File: src/rtl/mc_ctrl_fsm_pkg.sv
// rtl/mc_ctrl_fsm_pkg.sv - shared state encoding and opcodes for the multi-cycle sequencer and decoder
package cpu_ctrl_pkg;

  typedef enum logic [2:0] {
    ST_FETCH  = 3'd0,
    ST_DECODE = 3'd1,
    ST_EXEC   = 3'd2,
    ST_MEM    = 3'd3,
    ST_WB     = 3'd4,
    ST_FAULT  = 3'd5
  } state_e;

  localparam logic [5:0] OP_SPECIAL = 6'h00;
  localparam logic [5:0] OP_LW      = 6'h23;
  localparam logic [5:0] OP_SW      = 6'h2B;

  // Loads and stores are the only instructions that visit the data-memory handshake.
  function automatic logic is_mem_op(input logic [31:0] instr);
    return (instr[31:26] == OP_LW) || (instr[31:26] == OP_SW);
  endfunction

  function automatic logic is_store(input logic [31:0] instr);
    return instr[31:26] == OP_SW;
  endfunction

endpackage

File: src/rtl/mc_ctrl_fsm_if.sv
// rtl/mc_ctrl_fsm_if.sv - memory handshakes and decode hand-off between sequencer and datapath
interface mc_ctrl_fsm_if;

  logic        imem_req;
  logic [31:0] imem_addr;
  logic        imem_ack;
  logic [31:0] imem_rdata;
  logic [31:0] ir;
  logic [31:0] pc;
  logic        dec_valid;
  logic        dec_wreg;
  logic        dec_is_jmp;
  logic [31:0] dec_jmp_addr;
  logic        dmem_req;
  logic        dmem_we;
  logic        dmem_ack;
  logic        rf_wr_en;
  logic [31:0] retired;
  logic        fault;

  // Sequencer side.
  modport master (
    output imem_req, imem_addr, ir, pc, dmem_req, dmem_we, rf_wr_en, retired, fault,
    input  imem_ack, imem_rdata, dec_valid, dec_wreg, dec_is_jmp, dec_jmp_addr, dmem_ack
  );

  // Memory / decode side.
  modport slave (
    input  imem_req, imem_addr, ir, pc, dmem_req, dmem_we, rf_wr_en, retired, fault,
    output imem_ack, imem_rdata, dec_valid, dec_wreg, dec_is_jmp, dec_jmp_addr, dmem_ack
  );

endinterface

File: src/rtl/mc_ctrl_fsm_ack_timer.sv
// rtl/mc_ctrl_fsm_ack_timer.sv - wait-cycle counter shared by the fetch and data handshakes
module ack_timer #(
  parameter int ACK_TIMEOUT = 16
) (
  input  logic clk,
  input  logic rst_n,
  input  logic clear_i,
  input  logic count_en_i,
  output logic expired_o
);

  localparam int TW = $clog2(ACK_TIMEOUT) + 1;

  logic [TW-1:0] cnt_q;

  // Count unacknowledged request cycles; stop at the limit so the value never wraps.
  always_ff @(posedge clk) begin
    if (!rst_n) begin
      cnt_q <= '0;
    end else if (clear_i) begin
      cnt_q <= '0;
    end else if (count_en_i && !expired_o) begin
      cnt_q <= cnt_q + 1'b1;
    end
  end

  assign expired_o = (cnt_q == TW'(ACK_TIMEOUT - 1));

endmodule

File: src/rtl/mc_ctrl_fsm.sv
// rtl/mc_ctrl_fsm.sv - multi-cycle fetch/decode/exec/mem/wb sequencer owning pc, ir and retire count
module mc_ctrl_fsm
  import cpu_ctrl_pkg::*;
#(
  parameter logic [31:0] RESET_PC    = 32'h0000_0000,
  parameter int          ACK_TIMEOUT = 16
) (
  input logic          clk,
  input logic          rst_n,
  mc_ctrl_fsm_if.master bus
);

  state_e      state_q;
  logic [31:0] pc_q;
  logic [31:0] ir_q;
  logic [31:0] retired_q;
  logic        fault_q;
  logic        imem_req_q;
  logic        dmem_req_q;
  logic        dmem_we_q;
  logic        rf_wr_en_q;

  logic [31:0] pc_d;
  logic        waiting;
  logic        ack_seen;
  logic        tmr_clear;
  logic        tmr_count;
  logic        tmr_expired;

  // Next PC for the WB cycle; the +4 simply wraps at 2^32.
  always_comb begin
    pc_d = bus.dec_is_jmp ? bus.dec_jmp_addr : pc_q + 32'd4;
  end

  // The timer runs only while a request is actually outstanding; any other cycle clears
  // it, so every state entry starts from zero.
  always_comb begin
    waiting   = ((state_q == ST_FETCH) && imem_req_q) || ((state_q == ST_MEM) && dmem_req_q);
    ack_seen  = (state_q == ST_FETCH) ? bus.imem_ack : bus.dmem_ack;
    tmr_count = waiting && !ack_seen;
    tmr_clear = !waiting;
  end

  ack_timer #(
    .ACK_TIMEOUT(ACK_TIMEOUT)
  ) u_ack_timer (
    .clk       (clk),
    .rst_n     (rst_n),
    .clear_i   (tmr_clear),
    .count_en_i(tmr_count),
    .expired_o (tmr_expired)
  );

  // Sequencer state, architectural registers and registered handshake outputs.
  always_ff @(posedge clk) begin
    if (!rst_n) begin
      state_q    <= ST_FETCH;
      pc_q       <= RESET_PC;
      ir_q       <= '0;
      retired_q  <= '0;
      fault_q    <= 1'b0;
      imem_req_q <= 1'b0;
      dmem_req_q <= 1'b0;
      dmem_we_q  <= 1'b0;
      rf_wr_en_q <= 1'b0;
    end else begin
      case (state_q)
        ST_FETCH: begin
          // Coming out of reset the request is still low: raise it first, and ignore any
          // ack that shows up before it is raised.
          if (!imem_req_q) begin
            imem_req_q <= 1'b1;
          end else if (bus.imem_ack) begin
            imem_req_q <= 1'b0;
            ir_q       <= bus.imem_rdata;
            state_q    <= ST_DECODE;
          end else if (tmr_expired) begin
            imem_req_q <= 1'b0;
            fault_q    <= 1'b1;
            state_q    <= ST_FAULT;
          end
        end

        ST_DECODE: begin
          // Register-file read data settles for the new ir during this cycle.
          state_q <= ST_EXEC;
        end

        ST_EXEC: begin
          if (!bus.dec_valid) begin
            fault_q <= 1'b1;
            state_q <= ST_FAULT;
          end else if (is_mem_op(ir_q)) begin
            dmem_req_q <= 1'b1;
            dmem_we_q  <= is_store(ir_q);
            state_q    <= ST_MEM;
          end else begin
            rf_wr_en_q <= bus.dec_wreg;
            state_q    <= ST_WB;
          end
        end

        ST_MEM: begin
          if (dmem_req_q && bus.dmem_ack) begin
            dmem_req_q <= 1'b0;
            dmem_we_q  <= 1'b0;
            rf_wr_en_q <= bus.dec_wreg && !is_store(ir_q);
            state_q    <= ST_WB;
          end else if (tmr_expired) begin
            dmem_req_q <= 1'b0;
            dmem_we_q  <= 1'b0;
            fault_q    <= 1'b1;
            state_q    <= ST_FAULT;
          end
        end

        ST_WB: begin
          // Retire and launch the next fetch from the updated pc in the same edge.
          rf_wr_en_q <= 1'b0;
          pc_q       <= pc_d;
          retired_q  <= retired_q + 32'd1;
          imem_req_q <= 1'b1;
          state_q    <= ST_FETCH;
        end

        ST_FAULT: begin
          imem_req_q <= 1'b0;
          dmem_req_q <= 1'b0;
          dmem_we_q  <= 1'b0;
          rf_wr_en_q <= 1'b0;
          fault_q    <= 1'b1;
        end

        default: begin
          imem_req_q <= 1'b0;
          dmem_req_q <= 1'b0;
          dmem_we_q  <= 1'b0;
          rf_wr_en_q <= 1'b0;
          fault_q    <= 1'b1;
          state_q    <= ST_FAULT;
        end
      endcase
    end
  end

  assign bus.imem_req  = imem_req_q;
  assign bus.imem_addr = pc_q;
  assign bus.ir        = ir_q;
  assign bus.pc        = pc_q;
  assign bus.dmem_req  = dmem_req_q;
  assign bus.dmem_we   = dmem_we_q;
  assign bus.rf_wr_en  = rf_wr_en_q;
  assign bus.retired   = retired_q;
  assign bus.fault     = fault_q;

endmodule
File: src/flat_wrapper.sv
// flat-port wrapper written by rule: the top's interface ports become plain ports
module mc_ctrl_fsm_flat import cpu_ctrl_pkg::*;
#(
  parameter logic [31:0] RESET_PC    = 32'h0000_0000,
  parameter int          ACK_TIMEOUT = 16
)
  (clk, rst_n, bus_imem_req, bus_imem_addr, bus_ir, bus_pc, bus_dmem_req, bus_dmem_we, bus_rf_wr_en, bus_retired, bus_fault, bus_imem_ack, bus_imem_rdata, bus_dec_valid, bus_dec_wreg, bus_dec_is_jmp, bus_dec_jmp_addr, bus_dmem_ack);
  mc_ctrl_fsm_if bus_i ();
  input logic clk;
  input logic rst_n;
  output wire logic [$bits(bus_i.imem_req)-1:0] bus_imem_req;
  output wire logic [$bits(bus_i.imem_addr)-1:0] bus_imem_addr;
  output wire logic [$bits(bus_i.ir)-1:0] bus_ir;
  output wire logic [$bits(bus_i.pc)-1:0] bus_pc;
  output wire logic [$bits(bus_i.dmem_req)-1:0] bus_dmem_req;
  output wire logic [$bits(bus_i.dmem_we)-1:0] bus_dmem_we;
  output wire logic [$bits(bus_i.rf_wr_en)-1:0] bus_rf_wr_en;
  output wire logic [$bits(bus_i.retired)-1:0] bus_retired;
  output wire logic [$bits(bus_i.fault)-1:0] bus_fault;
  input wire logic [$bits(bus_i.imem_ack)-1:0] bus_imem_ack;
  input wire logic [$bits(bus_i.imem_rdata)-1:0] bus_imem_rdata;
  input wire logic [$bits(bus_i.dec_valid)-1:0] bus_dec_valid;
  input wire logic [$bits(bus_i.dec_wreg)-1:0] bus_dec_wreg;
  input wire logic [$bits(bus_i.dec_is_jmp)-1:0] bus_dec_is_jmp;
  input wire logic [$bits(bus_i.dec_jmp_addr)-1:0] bus_dec_jmp_addr;
  input wire logic [$bits(bus_i.dmem_ack)-1:0] bus_dmem_ack;
  assign bus_imem_req = bus_i.imem_req;
  assign bus_imem_addr = bus_i.imem_addr;
  assign bus_ir = bus_i.ir;
  assign bus_pc = bus_i.pc;
  assign bus_dmem_req = bus_i.dmem_req;
  assign bus_dmem_we = bus_i.dmem_we;
  assign bus_rf_wr_en = bus_i.rf_wr_en;
  assign bus_retired = bus_i.retired;
  assign bus_fault = bus_i.fault;
  assign bus_i.imem_ack = bus_imem_ack;
  assign bus_i.imem_rdata = bus_imem_rdata;
  assign bus_i.dec_valid = bus_dec_valid;
  assign bus_i.dec_wreg = bus_dec_wreg;
  assign bus_i.dec_is_jmp = bus_dec_is_jmp;
  assign bus_i.dec_jmp_addr = bus_dec_jmp_addr;
  assign bus_i.dmem_ack = bus_dmem_ack;
  mc_ctrl_fsm #(.RESET_PC(RESET_PC), .ACK_TIMEOUT(ACK_TIMEOUT)) u_core (.clk(clk), .rst_n(rst_n), .bus(bus_i));
endmodule
File: config.mk
export PLATFORM = sky130hd
export DESIGN_NAME = mc_ctrl_fsm_flat
export DESIGN_NICKNAME = d
export VERILOG_FILES = /design/src/rtl/mc_ctrl_fsm_pkg.sv /design/src/rtl/mc_ctrl_fsm_if.sv /design/src/rtl/mc_ctrl_fsm_ack_timer.sv /design/src/rtl/mc_ctrl_fsm.sv /design/src/flat_wrapper.sv
export SDC_FILE = /design/constraint.sdc
export NUM_CORES = 1
export LEC_CHECK = 0
export ABC_AREA = 0
export CAP_MARGIN = 20
export CELL_PAD_IN_SITES_DETAIL_PLACEMENT = 1
export CELL_PAD_IN_SITES_GLOBAL_PLACEMENT = 2
export CORE_MARGIN = 1.5
export CORE_UTILIZATION = 22
export CTS_CLUSTER_DIAMETER = 80
export CTS_CLUSTER_SIZE = 30
export DETAILED_ROUTE_END_ITERATION = 10
export PLACE_DENSITY_LB_ADDON = 0.1
export SYNTH_ARGS = -nofsm -noshare
export SYNTH_HDL_FRONTEND = slang
export SYNTH_HIERARCHICAL = 1
export SYNTH_SLANG_ARGS = --single-unit
File: constraint.sdc
create_clock -name clk -period 1.8 [get_ports clk]
set_input_delay 0.36 -clock clk [delete_from_list [all_inputs] [get_ports clk]]
set_output_delay 0.36 -clock clk [all_outputs]
set_load 0.03 [all_outputs]
==> results of run 1 <==
==> through the flow <==
step | std cells | setup TNS [ns] | utilization | setup slack, ns
4_1_cts | 1263 | -0.0596 | 0.356 | -0.0386
3_3_place_gp | 1242 | -0.158 | 0.345 | -0.0562
3_5_place_dp | 1242 | -0.540 | 0.345 | -0.0751
5_1_grt | 1273 | -0.437 | 0.366 | -0.132
6_report | 1273 | -0.0261 | 0.366 | -0.0261
2_1_floorplan | 698 | -0.0520 | - | -0.0268
==> final cells by class <==
cell class	instances	area, um^2	area share
Timing Repair Buffer	307	2860	0.319
Sequential cell	109	2250	0.251
Multi-Input combinational cell	506	3110	0.347
Clock buffer	10	239	0.0266
Tap cell	324	405	0.0452
Inverter	11	41.3	0.00460
Clock inverter	6	62.6	0.00698
==> power by group <==
| group | total, mW | internal, mW | switching, mW |
|---|---|---|---|
| Sequential | 2.48 | 2.44 | 0.0350 |
| Clock | 2.08 | 1.02 | 1.05 |
| Combinational | 0.713 | 0.347 | 0.366 |
==> layer usage <==
metal / part of all wire / routed length, um / vias to the layer above / GRT usage
met5: 0 / 0 / - / 0
met4: 0.011 / 238 / 0 / 0.0375
li1: - / - / 2942 / -
met2: 0.50 / 10700 / 113 / 0.287
met3: 0.045 / 977 / 15 / 0.0380
met1: 0.45 / 9580 / 2920 / 0.197
==> cell families after synthesis <==
group	synth area share
AND/OR/NAND/NOR	0.291
AO/OA/AOI/OAI	0.167
flip-flops	0.393
buffers and inverters	0.0789
XOR/XNOR	0.0395
multiplexers	0.0221
adder cells (fa/ha/maj)	0.00902
==> worst min-delay path by stage <==
stage | from | end | slack (ns) | cells after the start
finish | bus_dec_is_jmp | u_core/bus.imem_addr[14]$_SDFFE_PN0P_ | 0.45 | 3
global route | bus_dec_is_jmp | u_core/bus.imem_addr[14]$_SDFFE_PN0P_ | 0.46 | 3
CTS | bus_dec_is_jmp | u_core/bus.imem_addr[14]$_SDFFE_PN0P_ | 0.42 | 3
detailed placement | u_core/bus.ir[7]$_SDFFE_PN0P_ | u_core/bus.ir[7]$_SDFFE_PN0P_ | 0.45 | 2
global placement | u_core/bus.ir[5]$_SDFFE_PN0P_ | u_core/bus.ir[5]$_SDFFE_PN0P_ | 0.44 | 2
floorplan | u_core/u_ack_timer/cnt_q[1]$_SDFFE_PP0P_ | u_core/u_ack_timer/cnt_q[1]$_SDFFE_PP0P_ | 0.45 | 2
==> sequential cells by signal (all words and copies together) (netlist names) <==
signal / cells
u_core/state_q: 3
u_core/bus.imem_req: 1
u_core/bus.imem_addr: 32
u_core/bus.retired: 32
u_core/bus.ir: 32
u_core/bus.dmem_we: 1
u_core/bus.dmem_req: 1
u_core/bus.rf_wr_en: 1
u_core/u_ack_timer/cnt_q: 5
u_core/bus.fault: 1
==> worst min-delay path: stages <==
cell	delay (ns)
buf_2	0.19
nand3b_1	0.14
a31oi_1	0.08
==> timing repair <==
| action | 4_1_cts | 5_1_grt |
|---|---|---|
| setup buffers | 5 | 10 |
| endpoints found under the setup margin | 111 | 54 |
| pin swaps | 3 | 13 |
| hold buffers | 0 | 0 |
| gates resized for setup | 101 | 51 |
| gates cloned | 0 | 1 |
==> cell usage in the layout (no fill, tap or decap), types with 6 or more instances in the layout <==
master	n
nand2_1	109
buf_4	94
clkdlybuf4s50_1	90
dlygate4sd2_1	90
dfxtp_1	76
a21oi_1	66
nor2_1	53
o21ai_0	29
dlymetal6s2s_1	22
nand3_1	22
dfxtp_2	22
nand4_1	18
nor3_1	14
and3_1	13
xnor2_1	13
a31oi_1	12
or3_1	12
xor2_1	12
dfxtp_4	11
mux2i_1	10
inv_1	10
clkbuf_16	9
buf_12	8
nor4_1	6
nand2b_1	6
==> impl_metrics.env, run 1 <==
export IMPL_async_flop_share=0
export IMPL_numCtsBuffers=9
export IMPL_drt_initial_drc_count=228
export IMPL_totalPowerFinal_mw=5.27
export IMPL_r2r_slack_ns=-0.03
export IMPL_hold_violations=0
export IMPL_via_per_inst=4.71
export IMPL_finalMaxSlewViolations=0
export IMPL_io_pins=204
export IMPL_yosysWarnings=6
export IMPL_grt_ovfl_total=0
export IMPL_max_freq_mhz=548
export IMPL_path_depth=7
export IMPL_synth_commonest_cells="110 x nand2_1, 109 x dfxtp_1, 67 x a21oi_1, 57 x nor2_1, 38 x clkbuf_1"
export IMPL_worst_slew_pin_slew_ns=0.547
export IMPL_worst_ep_required_time_ns=2.08
export IMPL_fin_ws_ns=-0.0261
export IMPL_die_area_um2=26200
export IMPL_synthTopCellsByArea="dfxtp_1 39%, nand2_1 7.4%, a21oi_1 6.0%"
export IMPL_dr_pass1_iters=4
export IMPL_outcome="complete, but fails checks"
export IMPL_p_leak_nw=4.05
export IMPL_path_delay_family="simple AND/OR/NAND/NOR gates"
export IMPL_cp_max_fo=4
export IMPL_setup_viol=1
export IMPL_ys_seq_area_frac=0.393
export IMPL_max_slew_margin=0.631
export IMPL_grtUsageTotal=0.162
export IMPL_antenna_found_initial=0
export IMPL_wirelength_mm=21.5
export IMPL_drv_cap=0
export IMPL_cts_htree_levels=3
export IMPL_grt_max_degree=33
export IMPL_synth_fp_nets=773
export IMPL_critPathMaxStageDelay_ns=0.42
export IMPL_rsz0062_at_grt="yes"
export IMPL_drc=0
export IMPL_final_area_um2=8970
export IMPL_cts_buffer_depth=2
export IMPL_cp_cell_sequence="ha_4 -> nand4_4 -> nor4_4 -> buf_4 -> nand4_1 -> or4_1 -> a31oi_1"
export IMPL_place_area_um2=8470
export IMPL_synthToLayoutAreaGrowth_pct=61.6
export IMPL_die_w_um=162
export IMPL_timing_final_crit_share=1.01
export IMPL_fin_crit_ns=1.83
export IMPL_powerDensity_nw_per_um2=587
export IMPL_critPathLaunch="u_core/bus.imem_addr[2]$_SDFFE_PN0P_"
export IMPL_cts_tree="done"
export IMPL_rr_worst_depth=7
export IMPL_clock_skew_ns=0.0151
export IMPL_final_fill_count=2894
export IMPL_final_nets=1019
export IMPL_r2r_start="u_core/bus.imem_addr[2]$_SDFFE_PN0P_"
export IMPL_cts_sinks=109
export IMPL_diodes=0
export IMPL_syn_inst=698
export IMPL_placeableCoreArea_um2=24500
export IMPL_yosysTopAreaCell="dfxtp_1"
export IMPL_hold_class="input pin to flip-flop"
export IMPL_synth_most_common_cell="nand2_1"
export IMPL_synth_main_ff_cell="dfxtp_1"
export IMPL_die_h_um=162
export IMPL_root_buffer="clkbuf_16"
export IMPL_path_class="flip-flop to flip-flop"
export IMPL_gp_congestion=0.797
export IMPL_synthesis_area_um2=5550
export IMPL_synth_seq_cells=109
export IMPL_violations="setup timing"
export IMPL_synth_edf_count=0
export IMPL_r2r_end="u_core/bus.imem_addr[26]$_SDFFE_PN0P_"
export IMPL_clock_latency_ns=0.36
export IMPL_grt_pass1_wl_mm=33.7
export IMPL_wl_per_cell_um=16.9
export IMPL_clk_pin_slew_worst_paths_ns=0.08
export IMPL_ir_drop_mv=0.388
export IMPL_grt_pass1_vias=6285
export IMPL_row_count=57
export IMPL_hold_ws_ns=0.452
export IMPL_port_buffer_count=203
export IMPL_layout_drive_gt1_share=0.207
export IMPL_synth_top_area_share=0.393
export IMPL_end_kind="flip-flop"
export IMPL_initial_utilization=0.226
export IMPL_crit_arrival_ns=2.10
export IMPL_endpoint="u_core/bus.imem_addr[26]$_SDFFE_PN0P_"
export IMPL_dp_hpwl_mm=15.8
export IMPL_critPathBufInv=1
export IMPL_cp_slowest_cell="or4_1"
export IMPL_start_kind="flip-flop"
export IMPL_vias=5990
export IMPL_ys_types=67
export IMPL_antenna_left=0
export IMPL_avgSynthCellArea_um2=7.95
Power figures use the tool's default switching activity.
==> run 2, diff against run 1 <==
CORE_MARGIN = not set   (was 1.5)
REMOVE_ABC_BUFFERS = 1   (was not set)
==> impl_metrics.env, run 2 (same netlist as run 1, synthesis figures left out) <==
export IMPL_start_kind="flip-flop"
export IMPL_vias=6012
export IMPL_timing_final_crit_share=1.02
export IMPL_die_area_um2=25900
export IMPL_dr_pass1_iters=4
export IMPL_grt_pass1_wl_mm=32.8
export IMPL_end_kind="flip-flop"
export IMPL_r2r_end="u_core/bus.retired[20]$_SDFFE_PN0P_"
export IMPL_mostFrequentLayoutCell="nand2_1"
export IMPL_die_w_um=161
export IMPL_via_per_inst=4.71
export IMPL_antenna_left=0
export IMPL_clock_latency_ns=0.35
export IMPL_layout_drive_gt1_share=0.183
export IMPL_rr_worst_depth=6
export IMPL_ir_drop_mv=0.349
export IMPL_r2r_start="u_core/bus.retired[8]$_SDFFE_PN0P_"
export IMPL_cts_tree="done"
export IMPL_wl_per_cell_um=16.3
export IMPL_synthToLayoutAreaGrowth_pct=59.5
export IMPL_grt_ovfl_total=0
export IMPL_die_h_um=161
export IMPL_fin_ws_ns=-0.0299
export IMPL_cts_htree_levels=3
export IMPL_grt_pass1_vias=6288
export IMPL_cts_buffer_depth=2
export IMPL_multi_input_area_um2=3060
export IMPL_io_pins=204
export IMPL_placeableCoreArea_um2=24500
export IMPL_powerDensity_nw_per_um2=596
export IMPL_critPathLaunch="u_core/bus.retired[8]$_SDFFE_PN0P_"
export IMPL_worst_slew_pin_slew_ns=0.574
export IMPL_final_nets=1022
export IMPL_holdPathEnd="u_core/bus.ir[7]$_SDFFE_PN0P_"
export IMPL_pre_cts_ws_ns=-0.283
export IMPL_cts_sinks=109
export IMPL_grtUsageTotal=0.158
export IMPL_root_buffer="clkbuf_16"
export IMPL_hold_class="flip-flop to flip-flop"
export IMPL_antenna_found_initial=0
export IMPL_outcome="complete, but fails checks"
export IMPL_worst_ep_required_time_ns=2.04
export IMPL_path_class="flip-flop to flip-flop"
export IMPL_setup_viol=2
export IMPL_numCtsBuffers=9
export IMPL_gp_congestion=0.784
export IMPL_drt_initial_drc_count=249
export IMPL_drv_cap=0
export IMPL_cp_max_fo=6
export IMPL_clock_skew_ns=0.0115
export IMPL_initial_utilization=0.226
export IMPL_max_slew_margin=0.612
export IMPL_rsz0062_at_grt="yes"
export IMPL_wirelength_mm=20.8
export IMPL_fin_util=0.361
export IMPL_fin_crit_ns=1.83
export IMPL_p_leak_nw=3.84
export IMPL_crit_arrival_ns=2.07
export IMPL_grt_max_degree=51
export IMPL_clk_pin_slew_worst_paths_ns=0.08
export IMPL_final_cell_mix="109 x nand2_1, 97 x buf_4, 96 x clkdlybuf4s50_1, 96 x dlygate4sd2_1, 95 x dfxtp_1"
export IMPL_hold_start="u_core/bus.ir[7]$_SDFFE_PN0P_"
export IMPL_finalMaxSlewViolations=0
export IMPL_dp_hpwl_mm=15.6
export IMPL_max_freq_mhz=546
export IMPL_final_fill_count=2946
export IMPL_port_buffer_count=203
export IMPL_diodes=0
export IMPL_hold_violations=0
export IMPL_violations="setup timing"
export IMPL_regArea_um2=2210
export IMPL_row_count=57
export IMPL_drc=0
export IMPL_min_path_cells=2
export IMPL_r2r_slack_ns=-0.03
[run 2: per-layer routing]
layer  GRT usage  wire, um  vias up
li1            -         -     2938
met1       0.202      9630     2888
met2       0.272      9940      168
met3      0.0217       902       18
met4      0.0553       307        0
met5           0         0        -
[run 2: worst max-delay path by stage]
stage | end | slack [ns]
2_1_floorplan | u_core/bus.imem_addr[26]$_SDFFE_PN0P_ | -0.75
3_3_place_gp | u_core/u_ack_timer/cnt_q[3]$_SDFFE_PP0P_ | -0.18
3_5_place_dp | u_core/u_ack_timer/cnt_q[3]$_SDFFE_PP0P_ | -0.28
4_1_cts | u_core/u_ack_timer/cnt_q[3]$_SDFFE_PP0P_ | -0.08
5_1_grt | u_core/bus.retired[20]$_SDFFE_PN0P_ | -0.12
6_report | u_core/bus.retired[20]$_SDFFE_PN0P_ | -0.03
[run 2: report_power, final]
part	internal, mW	switching [mW]	total, mW
logic	0.335	0.358	0.693
registers	2.45	0.0338	2.49
clock network	1.12	0.971	2.10
[run 2: stage by stage]
| step | area [um^2] | hold slack, ns | total power, mW | setup TNS (ns) | instances |
|---|---|---|---|---|---|
| floorplan | 5150 | 0.454 | 2.82 | -22.63 | 625 |
| global placement | 8450 | 0.442 | 3.23 | -0.646 | 1256 |
| detailed placement | 8450 | 0.447 | 3.25 | -2.15 | 1256 |
| CTS | 8730 | 0.458 | 5.40 | -0.0958 | 1274 |
| global route | 8850 | 0.474 | 5.52 | -0.451 | 1276 |
| finish | 8850 | 0.454 | 5.28 | -0.0430 | 1276 |
[run 2: critical path, stage by stage (launching register included)]
cell     delay, ns
dfxtp_1       0.33
and4_1        0.23
buf_4         0.14
nand4_1       0.31
nor4_1        0.48
xnor2_1       0.17
nor2_1        0.05
[run 2: final cells by class]
| type | count | share of cell area |
|---|---|---|
| Clock buffer | 11 | 0.0274 |
| Clock inverter | 5 | 0.00650 |
| Inverter | 11 | 0.00467 |
| Multi-Input combinational cell | 505 | 0.345 |
| Sequential cell | 109 | 0.249 |
| Tap cell | 324 | 0.0458 |
| Timing Repair Buffer | 311 | 0.321 |
[run 2: repair_timing]
action / in CTS / in global routing
resized for setup: 123 / 34
hold buffers: 0 / 0
buffers inserted: 2 / 3
endpoints found under the setup margin: 121 / 38
pin swaps: 7 / 8
gates cloned: 0 / 0
endpoints found under the hold margin: 0 / 0
